[src/rtl/ldmstm_sequencer_if.sv]
// Decode-to-Issue bus around the LDM/STM sequencer. The master side is the
// sequencer. The slave side is its environment: decode upstream, Issue downstream.
interface ldmstm_sequencer_if;
    logic        stall_1a;
    logic        flush_1a;
    logic        bubble_0a;
    logic [31:0] insn_0a;
    logic [31:0] pc_0a;
    logic        stall_0a;
    logic        bubble_1a;
    logic [31:0] insn_1a;
    logic [31:0] pc_1a;
    logic [3:0]  uop_reg_1a;
    logic [4:0]  uop_idx_1a;
    logic        uop_first_1a;
    logic        uop_last_1a;

    modport master (
        input  stall_1a, flush_1a, bubble_0a, insn_0a, pc_0a,
        output stall_0a, bubble_1a, insn_1a, pc_1a,
               uop_reg_1a, uop_idx_1a, uop_first_1a, uop_last_1a
    );

    modport slave (
        output stall_1a, flush_1a, bubble_0a, insn_0a, pc_0a,
        input  stall_0a, bubble_1a, insn_1a, pc_1a,
               uop_reg_1a, uop_idx_1a, uop_first_1a, uop_last_1a
    );
endinterface

[src/rtl/ldmstm_sequencer.sv]
// LDM/STM sequencer. It expands a block-transfer instruction into one beat per
// listed register and holds decode off until the last beat has gone out.
// Every other instruction passes through as a single beat one cycle later.
module ldmstm_sequencer #(
    parameter bit REG_ORDER_ASC = 1'b1
) (
    input  logic                 clk,
    input  logic                 rst_b,
    ldmstm_sequencer_if.master   bus
);

    typedef enum logic {IDLE, SEQ} state_t;

    state_t      state, state_n;
    logic [15:0] rem, rem_n;
    logic        bubble_q, bubble_n;
    logic [31:0] insn_q, insn_n;
    logic [31:0] pc_q, pc_n;
    logic [3:0]  reg_q, reg_n;
    logic [4:0]  idx_q, idx_n;
    logic        first_q, first_n;
    logic        last_q, last_n;

    logic        is_blk;
    logic [15:0] list;
    logic        list_multi;
    logic [3:0]  pick_list;
    logic [3:0]  pick_rem;
    logic [15:0] rem_after;

    // Register to transfer next: the lowest set bit in ascending order, or the
    // highest set bit otherwise. An empty mask gives r0.
    function automatic logic [3:0] pick(input logic [15:0] m);
        logic [3:0] r;
        r = 4'd0;
        if (REG_ORDER_ASC) begin
            for (int i = 15; i >= 0; i--)
                if (m[i]) r = 4'(i);
        end else begin
            for (int i = 0; i < 16; i++)
                if (m[i]) r = 4'(i);
        end
        return r;
    endfunction

    function automatic logic [15:0] onehot(input logic [3:0] n);
        return 16'd1 << n;
    endfunction

    assign is_blk     = !bus.bubble_0a && (bus.insn_0a[27:25] == 3'b100);
    assign list       = bus.insn_0a[15:0];
    assign list_multi = (list & (list - 16'd1)) != 16'd0;
    assign pick_list  = pick(list);
    assign pick_rem   = pick(rem);
    assign rem_after  = rem & ~onehot(pick_rem);

    // Hold decode while more beats are owed. A flush releases decode
    // immediately because it abandons the sequence.
    assign bus.stall_0a = bus.stall_1a | ((state == SEQ) & !bus.flush_1a);

    assign bus.bubble_1a    = bubble_q;
    assign bus.insn_1a      = insn_q;
    assign bus.pc_1a        = pc_q;
    assign bus.uop_reg_1a   = reg_q;
    assign bus.uop_idx_1a   = idx_q;
    assign bus.uop_first_1a = first_q;
    assign bus.uop_last_1a  = last_q;

    // Next-state and next-beat selection. Flush wins over stall. Stall freezes
    // everything. In SEQ the held instruction is already on insn_q and pc_q.
    always_comb begin
        state_n  = state;
        rem_n    = rem;
        bubble_n = bubble_q;
        insn_n   = insn_q;
        pc_n     = pc_q;
        reg_n    = reg_q;
        idx_n    = idx_q;
        first_n  = first_q;
        last_n   = last_q;
        if (bus.flush_1a) begin
            state_n  = IDLE;
            rem_n    = 16'd0;
            bubble_n = 1'b1;
        end else if (!bus.stall_1a) begin
            case (state)
                IDLE: begin
                    if (bus.bubble_0a) begin
                        bubble_n = 1'b1;
                    end else begin
                        bubble_n = 1'b0;
                        insn_n   = bus.insn_0a;
                        pc_n     = bus.pc_0a;
                        idx_n    = 5'd0;
                        first_n  = 1'b1;
                        last_n   = 1'b1;
                        reg_n    = 4'd0;
                        if (is_blk) begin
                            reg_n = pick_list;
                            if (list_multi) begin
                                last_n  = 1'b0;
                                rem_n   = list & ~onehot(pick_list);
                                state_n = SEQ;
                            end
                        end
                    end
                end
                SEQ: begin
                    bubble_n = 1'b0;
                    reg_n    = pick_rem;
                    idx_n    = idx_q + 5'd1;
                    first_n  = 1'b0;
                    rem_n    = rem_after;
                    last_n   = (rem_after == 16'd0);
                    if (rem_after == 16'd0) state_n = IDLE;
                end
                default: state_n = IDLE;
            endcase
        end
    end

    // State and output registers. Reset drops any held instruction at once.
    always_ff @(posedge clk or negedge rst_b) begin
        if (!rst_b) begin
            state    <= IDLE;
            rem      <= 16'd0;
            bubble_q <= 1'b1;
            insn_q   <= 32'd0;
            pc_q     <= 32'd0;
            reg_q    <= 4'd0;
            idx_q    <= 5'd0;
            first_q  <= 1'b0;
            last_q   <= 1'b0;
        end else begin
            state    <= state_n;
            rem      <= rem_n;
            bubble_q <= bubble_n;
            insn_q   <= insn_n;
            pc_q     <= pc_n;
            reg_q    <= reg_n;
            idx_q    <= idx_n;
            first_q  <= first_n;
            last_q   <= last_n;
        end
    end

endmodule

[src/flat_wrapper.sv]
// flat-port wrapper written by rule: the top's interface ports become plain ports
module ldmstm_sequencer_flat 
#(
    parameter bit REG_ORDER_ASC = 1'b1
)
  (clk, rst_b, bus_stall_1a, bus_flush_1a, bus_bubble_0a, bus_insn_0a, bus_pc_0a, bus_stall_0a, bus_bubble_1a, bus_insn_1a, bus_pc_1a, bus_uop_reg_1a, bus_uop_idx_1a, bus_uop_first_1a, bus_uop_last_1a);
  ldmstm_sequencer_if bus_i ();
  input  logic clk;
  input  logic rst_b;
  input wire logic [$bits(bus_i.stall_1a)-1:0] bus_stall_1a;
  input wire logic [$bits(bus_i.flush_1a)-1:0] bus_flush_1a;
  input wire logic [$bits(bus_i.bubble_0a)-1:0] bus_bubble_0a;
  input wire logic [$bits(bus_i.insn_0a)-1:0] bus_insn_0a;
  input wire logic [$bits(bus_i.pc_0a)-1:0] bus_pc_0a;
  output wire logic [$bits(bus_i.stall_0a)-1:0] bus_stall_0a;
  output wire logic [$bits(bus_i.bubble_1a)-1:0] bus_bubble_1a;
  output wire logic [$bits(bus_i.insn_1a)-1:0] bus_insn_1a;
  output wire logic [$bits(bus_i.pc_1a)-1:0] bus_pc_1a;
  output wire logic [$bits(bus_i.uop_reg_1a)-1:0] bus_uop_reg_1a;
  output wire logic [$bits(bus_i.uop_idx_1a)-1:0] bus_uop_idx_1a;
  output wire logic [$bits(bus_i.uop_first_1a)-1:0] bus_uop_first_1a;
  output wire logic [$bits(bus_i.uop_last_1a)-1:0] bus_uop_last_1a;
  assign bus_i.stall_1a = bus_stall_1a;
  assign bus_i.flush_1a = bus_flush_1a;
  assign bus_i.bubble_0a = bus_bubble_0a;
  assign bus_i.insn_0a = bus_insn_0a;
  assign bus_i.pc_0a = bus_pc_0a;
  assign bus_stall_0a = bus_i.stall_0a;
  assign bus_bubble_1a = bus_i.bubble_1a;
  assign bus_insn_1a = bus_i.insn_1a;
  assign bus_pc_1a = bus_i.pc_1a;
  assign bus_uop_reg_1a = bus_i.uop_reg_1a;
  assign bus_uop_idx_1a = bus_i.uop_idx_1a;
  assign bus_uop_first_1a = bus_i.uop_first_1a;
  assign bus_uop_last_1a = bus_i.uop_last_1a;
  ldmstm_sequencer #(.REG_ORDER_ASC(REG_ORDER_ASC)) u_core (.clk(clk), .rst_b(rst_b), .bus(bus_i));
endmodule
[config.mk]
export PLATFORM = sky130hd
export DESIGN_NAME = ldmstm_sequencer_flat
export DESIGN_NICKNAME = d
export VERILOG_FILES = /design/src/rtl/ldmstm_sequencer_if.sv /design/src/rtl/ldmstm_sequencer.sv /design/src/flat_wrapper.sv
export SDC_FILE = /design/constraint.sdc
export NUM_CORES = 1
export LEC_CHECK = 0
export ABC_CLOCK_PERIOD_IN_PS = 5300
export CORE_UTILIZATION = 42
export DETAILED_ROUTE_END_ITERATION = 10
export PLACE_DENSITY = 0.71
export SLEW_MARGIN = 20
export SYNTH_ARGS = -nofsm -noshare
export SYNTH_HDL_FRONTEND = slang
export SYNTH_SLANG_ARGS = --single-unit
[constraint.sdc]
create_clock -name clk -period 5.3 [get_ports clk]
set_input_delay 1.06 -clock clk [delete_from_list [all_inputs] [get_ports clk]]
set_output_delay 1.06 -clock clk [all_outputs]
set_load 0.05 [all_outputs]
# After elaboration in Yosys (flattened, before gate mapping)
# Cells that the tools add are included.
[totals]
regBits = 93
in_bits = 69
output_inout_bits = 77
word_cells = 98
[op_classes]
n_addsub = 2
n_eq_ne = 6
shift = 2
n_mux = 60
bitwise = 11
n_reduce_logical = 8
[op_table]
columns = ["operator", "count"]
rows = [
  ["$mux W4", 34],
  ["$mux W16", 5],
  ["$and A16 B16 Y16", 3],
  ["$not A16 Y16", 2],
  ["$pmux W16 S2", 1],
  ["$shl A1 B4 Y16 const A", 2],
  ["$logic_not A16 Y1", 1],
  ["$reduce_bool A16 Y1", 1],
  ["$sub A16 B1 Y16 const B", 1],
  ["$mux W1", 13],
  ["$pmux W5 S2", 1],
  ["$pmux W1 S2", 4],
  ["$pmux W4 S2", 1],
  ["$reduce_and A4 Y1", 2],
  ["$ne A3 B2 Y1 const B", 2],
  ["$add A5 B1 Y5 const B", 1],
  ["$mux W5", 1],
  ["$not A1 Y1", 4],
  ["$eq A3 B3 Y1 const B", 1],
  ["$ne A3 B3 Y1 const B", 1],
  ["$reduce_and A3 Y1", 1],
  ["$logic_not A1 Y1", 2],
  ["$ne A2 B1 Y1 const B", 1],
  ["$ne A2 B2 Y1 const B", 1],
  ["other kinds (3)", 3],
]

# Depth between registers and ports, before layout
[logic_depth]
depth_word = 25
mapped_depth = 9
depth_no_buf = 7

# Least setup slack after synthesis
# No wires, ideal clock.
[synth_path]
path_type = "input-to-reg"
from = "in bus_insn_0a[6]"
to = "reg u_core.rem[11]"
setup_time_ns = 0.138
arrival_time_ns = 2.843
required_time_ns = 5.162
path_slack_ns = 2.319
path_stages = 8
n_path_buf = 1
cell_sequence = "clkbuf_1 or4_1 nor4_1 o211ai_1 nor4_1 nor2_1 nand2_2 o221ai_1"
[synth_between]
elab_chain_cells = 16
word_cells_on_any_way = 21
cone_classes = "1 x add/sub; 1 x eq/ne; 1 x shift; 13 x mux; 3 x bitwise; 2 x reduce/logical"
[synth_lines]
columns = ["item", "line", "rtl"]
rows = [
  ["start: declaration", "flat_wrapper.sv:13", "input wire logic [$bits(bus_i.insn_0a)-1:0] bus_insn_0a;"],
  ["$mux W4 (7 in series)", "ldmstm_sequencer.sv:38", "if (m[i]) r = 4'(i);"],
  ["$shl A1 B4 Y16", "ldmstm_sequencer.sv:47", "return 16'd1 << n;"],
  ["$not A16 Y16", "ldmstm_sequencer.sv:102", "rem_n = list & ~onehot(pick_list);"],
  ["$and A16 B16 Y16", "ldmstm_sequencer.sv:102", ""],
  ["$mux W16", "ldmstm_sequencer.sv:100", "if (list_multi) begin"],
  ["$mux W16", "ldmstm_sequencer.sv:98", "if (is_blk) begin"],
  ["$mux W16", "ldmstm_sequencer.sv:88", "if (bus.bubble_0a) begin"],
  ["$pmux W16 S2", "ldmstm_sequencer.sv:86", "case (state)"],
  ["$mux W16", "ldmstm_sequencer.sv:85", "end else if (!bus.stall_1a) begin"],
  ["$mux W16", "ldmstm_sequencer.sv:81", "if (bus.flush_1a) begin"],
  ["end signal: assignment", "ldmstm_sequencer.sv:136", "rem <= rem_n;"],
  ["end: declaration", "ldmstm_sequencer.sv:15", "logic [15:0] rem, rem_n;"],
]
# Several ways; a longest one is shown, not always the timed one. The select of a mux whose other input is x is not followed.
# A chain may end at the register's enable or synchronous reset.

# Final worst setup path
[layout_path]
from = "in bus_flush_1a"
to = "out bus_stall_0a"
[layout_between]
elab_chain_cells = 3
[layout_lines]
columns = ["item", "line", "rtl"]
rows = [
  ["start: declaration", "flat_wrapper.sv:11", "input wire logic [$bits(bus_i.flush_1a)-1:0] bus_flush_1a;"],
  ["$logic_not A1 Y1", "ldmstm_sequencer.sv:59", "assign bus.stall_0a = bus.stall_1a | ((state == SEQ) & !bus.flush_1a);"],
  ["$and A1 B1 Y1", "ldmstm_sequencer.sv:59", ""],
  ["$or A1 B1 Y1", "ldmstm_sequencer.sv:59", ""],
  ["end: declaration", "flat_wrapper.sv:15", "output wire logic [$bits(bus_i.stall_0a)-1:0] bus_stall_0a;"],
]
# Every way passes these cells.

==> results.txt <==
The cell area after layout came out at 6330 um2. The total of warnings raised by yosys came out at 0. Setup repair after global routing left no endpoint under its margin. The critical path in this run is classified as in2out. The logs give 0.910 for the routability-driven placement congestion ratio and 3 for the number of levels in the clock H-tree. The tools report the number of max-capacitance violations reported as 0.

The number of endpoints with negative hold slack in the final report is 0, and the number of distinct library cell variants in the gate-level netlist after synthesis is 60. The area share of the largest cell type after synthesis came out at 0.500. Most frequently used flop master after synthesis: sky130_fd_sc_hd__dfrtp_1.

The total core area was 10500 um2. Among all cell types in the netlist, the one instantiated most often is sky130_fd_sc_hd__dfrtp_1. For the total cell area at the placement stage, the log shows 6150 um2.

Once detail routing completed, the nets flagged for antenna violations numbered 0. The logs give 0 ns for the accumulated negative setup slack and 20900 um for the first-pass GRT wire length. The die height is 107 um. The mean number of vias per cell works out to 5.66. Yosys attributes the largest share of cell area to sky130_fd_sc_hd__dfrtp_1 (50%), sky130_fd_sc_hd__mux2_2 (16%), sky130_fd_sc_hd__nor2_1 (2.9%), sky130_fd_sc_hd__nand2_1 (2.0%), sky130_fd_sc_hd__o21ai_0 (1.6%). DRC violations left: 0. Type of the worst min-delay path: reg2reg.

The pin count of the biggest net entering global routing is 69, and the number of diodes is 0. After clock tree synthesis, the clock-pin slew on the worst setup and hold paths is 0.09 ns. The sort of element at the start of the critical path was an input port. The number of hold buffers added after cts came out at 0. In the synthesized netlist, the cells that appear most often are sky130_fd_sc_hd__dfrtp_1 (92), sky130_fd_sc_hd__mux2_2 (64), sky130_fd_sc_hd__nor2_1 (36). The run finished with clean final reports.

The maximum fanout count along the critical path works out to 6. Setup violations remaining at the end of the flow were counted as 0. The biggest area contributor in the post-synthesis netlist is sky130_fd_sc_hd__dfrtp_1. Measured along the x axis, the die boundary spans 107 um.

For the global-route met1 utilization, the log shows 0.306. After detailed routing, the total wire length is 12800 um. The tools report the data arrival time at the worst-slack endpoint as 2.75 ns.

TritonCTS built the clock tree. The share of synthesized flip-flops with an asynchronous set or reset works out to 1.00. The die covers 11400 um2.

The later pin in the worst-skew pair is clocked with a latency of 0.38 ns. The via count of the first global-routing pass is 4067, and the power per unit of standard cell area is 342 nW/um2. Based on the critical path, the design can be clocked at up to 262 MHz. The cell count after synthesis came out at 428. The count of instances resized after the clock tree is built was 0; the final setup skew was 0.0115 ns. The tools report the kind of end point of the critical path as an output pin. The flip-flop and latch count after synthesis was 93; the share of post-route cells with drive strength above 1 was 0.171. The global router's overall resource usage was 0.236; the number of primary I/O pins was 146. STA puts the critical path data required time at 4.24 ns. The portion of the post-synthesis area used by sequential elements came out at 0.506.

The cell sitting at the root of the clock tree is a sky130_fd_sc_hd__clkbuf_8. The total overflow left after global routing is 0. For the detailed-placement wirelength estimate, the log shows 9610 um. The area growth from synthesis to layout is 37.5%. The logs give 0 for the post-CTS setup buffer count and 2.54 nW for the leakage power total.

At the pin with the least slew margin, the transition time is 0.858 ns. Row generation in the floorplan step produced 37 rows. IR analysis of the VDD net gives a maximum drop of 0.237 mV. Counting every sink on the clock net gives 93.

TritonCTS created 9 clock buffers. For the total via count after detailed routing, the log shows 3985. The final net count was 633; the synthesized area divided by synthesized cell count was 10.8 um2.

The initial antenna violation count is 0, and the normalized max-slew margin is 0.428. The number of input and output port buffers inserted works out to 145. Initial detailed-routing violation count: 230. The count of final max-slew check failures is 0. For the met3 track demand over resource, the log shows 0.0602.

The clock period could shrink to 3.81 ns. The mapped netlist covers 4600 um2. The period utilization is 0.720, and the number of synthesized flops with an enable pin is 0. The met2 capacity usage during global routing was 0.384. The first TritonRoute pass finished after 4 iterations.

Synthesis produced a netlist with a net count of 498. The initial cell density of the core was 0.440; the number of buffers on the longest clock path was 2. The global routing stage identified its most utilized layer as met2. In the final routed layout, each cell accounts on average for 18.2 um.
[per-stage QoR]
step | instances | worst slack (ns) | utilization | power (W) | hold slack, ns
finish | 704 | 1.49 | 0.605 | 0.00216 | 0.494
global route | 704 | 1.37 | 0.605 | 0.00225 | 0.522
CTS | 704 | 1.49 | 0.605 | 0.00219 | 0.495
detailed placement | 688 | 1.49 | 0.588 | 0.00174 | 0.484
global placement | 688 | 1.51 | 0.588 | 0.00173 | 0.467
floorplan | 428 | 2.32 | - | 0.00141 | 0.521
[power breakdown]
part / total, W / internal (W) / switching [W]
sequential: 0.000869 / 0.000814 / 0.0000549
clock: 0.000445 / 0.000176 / 0.000270
combinational: 0.000850 / 0.000315 / 0.000535
[cells in the final DEF, fill, tap and decap left out, types with 8 or more instances in the layout]
cell type | synthesis | final
sky130_fd_sc_hd__nand3_1 | 8 | 8
sky130_fd_sc_hd__inv_1 | 14 | 14
sky130_fd_sc_hd__nand4_1 | 11 | 11
sky130_fd_sc_hd__nand2_1 | 25 | 25
sky130_fd_sc_hd__nor4_1 | 11 | 10
sky130_fd_sc_hd__dfrtp_1 | 92 | 92
sky130_fd_sc_hd__o21ai_0 | 15 | 15
sky130_fd_sc_hd__nor2_1 | 36 | 36
sky130_fd_sc_hd__mux2_2 | 64 | 64
sky130_fd_sc_hd__clkbuf_8 | 0 | 9
sky130_fd_sc_hd__nor3_1 | 10 | 10
sky130_fd_sc_hd__a21oi_1 | 14 | 14
sky130_fd_sc_hd__clkdlybuf4s50_1 | 0 | 144
[state kept, by name (all words and copies together) (netlist names)]
signal / cells
u_core.bus.bubble_1a: 1
u_core.bus.insn_1a: 32
u_core.bus.pc_1a: 32
u_core.bus.uop_first_1a: 1
u_core.bus.uop_idx_1a: 5
u_core.bus.uop_last_1a: 1
u_core.bus.uop_reg_1a: 4
u_core.rem: 16
u_core.state: 1
[worst paths after layout]
check | start | end | slack [ns] | depth (start not counted)
setup reg to reg | u_core.rem[14] | u_core.state | 2.61 | 7
max in group asynchronous | rst_b | u_core.bus.insn_1a[16] | 3.63 | 2
hold reg to reg | u_core.bus.bubble_1a | u_core.bus.bubble_1a | 0.49 | 2
setup / recovery | bus_flush_1a | bus_stall_0a | 1.49 | 5
hold / removal | u_core.bus.bubble_1a | u_core.bus.bubble_1a | 0.49 | 2
min in group asynchronous | rst_b | u_core.bus.pc_1a[16] | 0.79 | 1
[routing by layer]
layer / vias to the layer above / routed length (um)
li1: 1862 / -
met1: 1953 / 5350
met2: 146 / 6310
met3: 24 / 884
met4: 0 / 303
met5: - / 0
[logic make-up (layout without fill, tap and decap cells)]
logic type               Yosys count  in the layout  synth area share
AO/OA/AOI/OAI                     93             93             0.142
flip-flops                        93             93             0.506
adder cells (fa/ha/maj)            3              3           0.00734
buffers and inverters             38            178            0.0334
AND/OR/NAND/NOR                  134            134             0.149
XOR/XNOR                           3              3           0.00571
multiplexers                      64             64             0.157
[critical path, stage by stage]
cell                              delay, ns
sky130_fd_sc_hd__clkdlybuf4s50_1       0.51
sky130_fd_sc_hd__inv_1                 0.16
sky130_fd_sc_hd__nand2_1               0.11
sky130_fd_sc_hd__nand2b_1              0.11
sky130_fd_sc_hd__clkdlybuf4s50_1       0.79
[final cells by class]
| cell class | instances | area (um2) |
|---|---|---|
| multi-input combinational | 297 | 2130 |
| clock inverter | 7 | 57.6 |
| clock buffer | 9 | 124 |
| sequential | 93 | 2330 |
| tap | 136 | 170 |
| fill | 912 | 4130 |
| timing repair buffer | 148 | 1470 |
| inverter | 14 | 52.6 |
(Power assumes the default switching activity.)
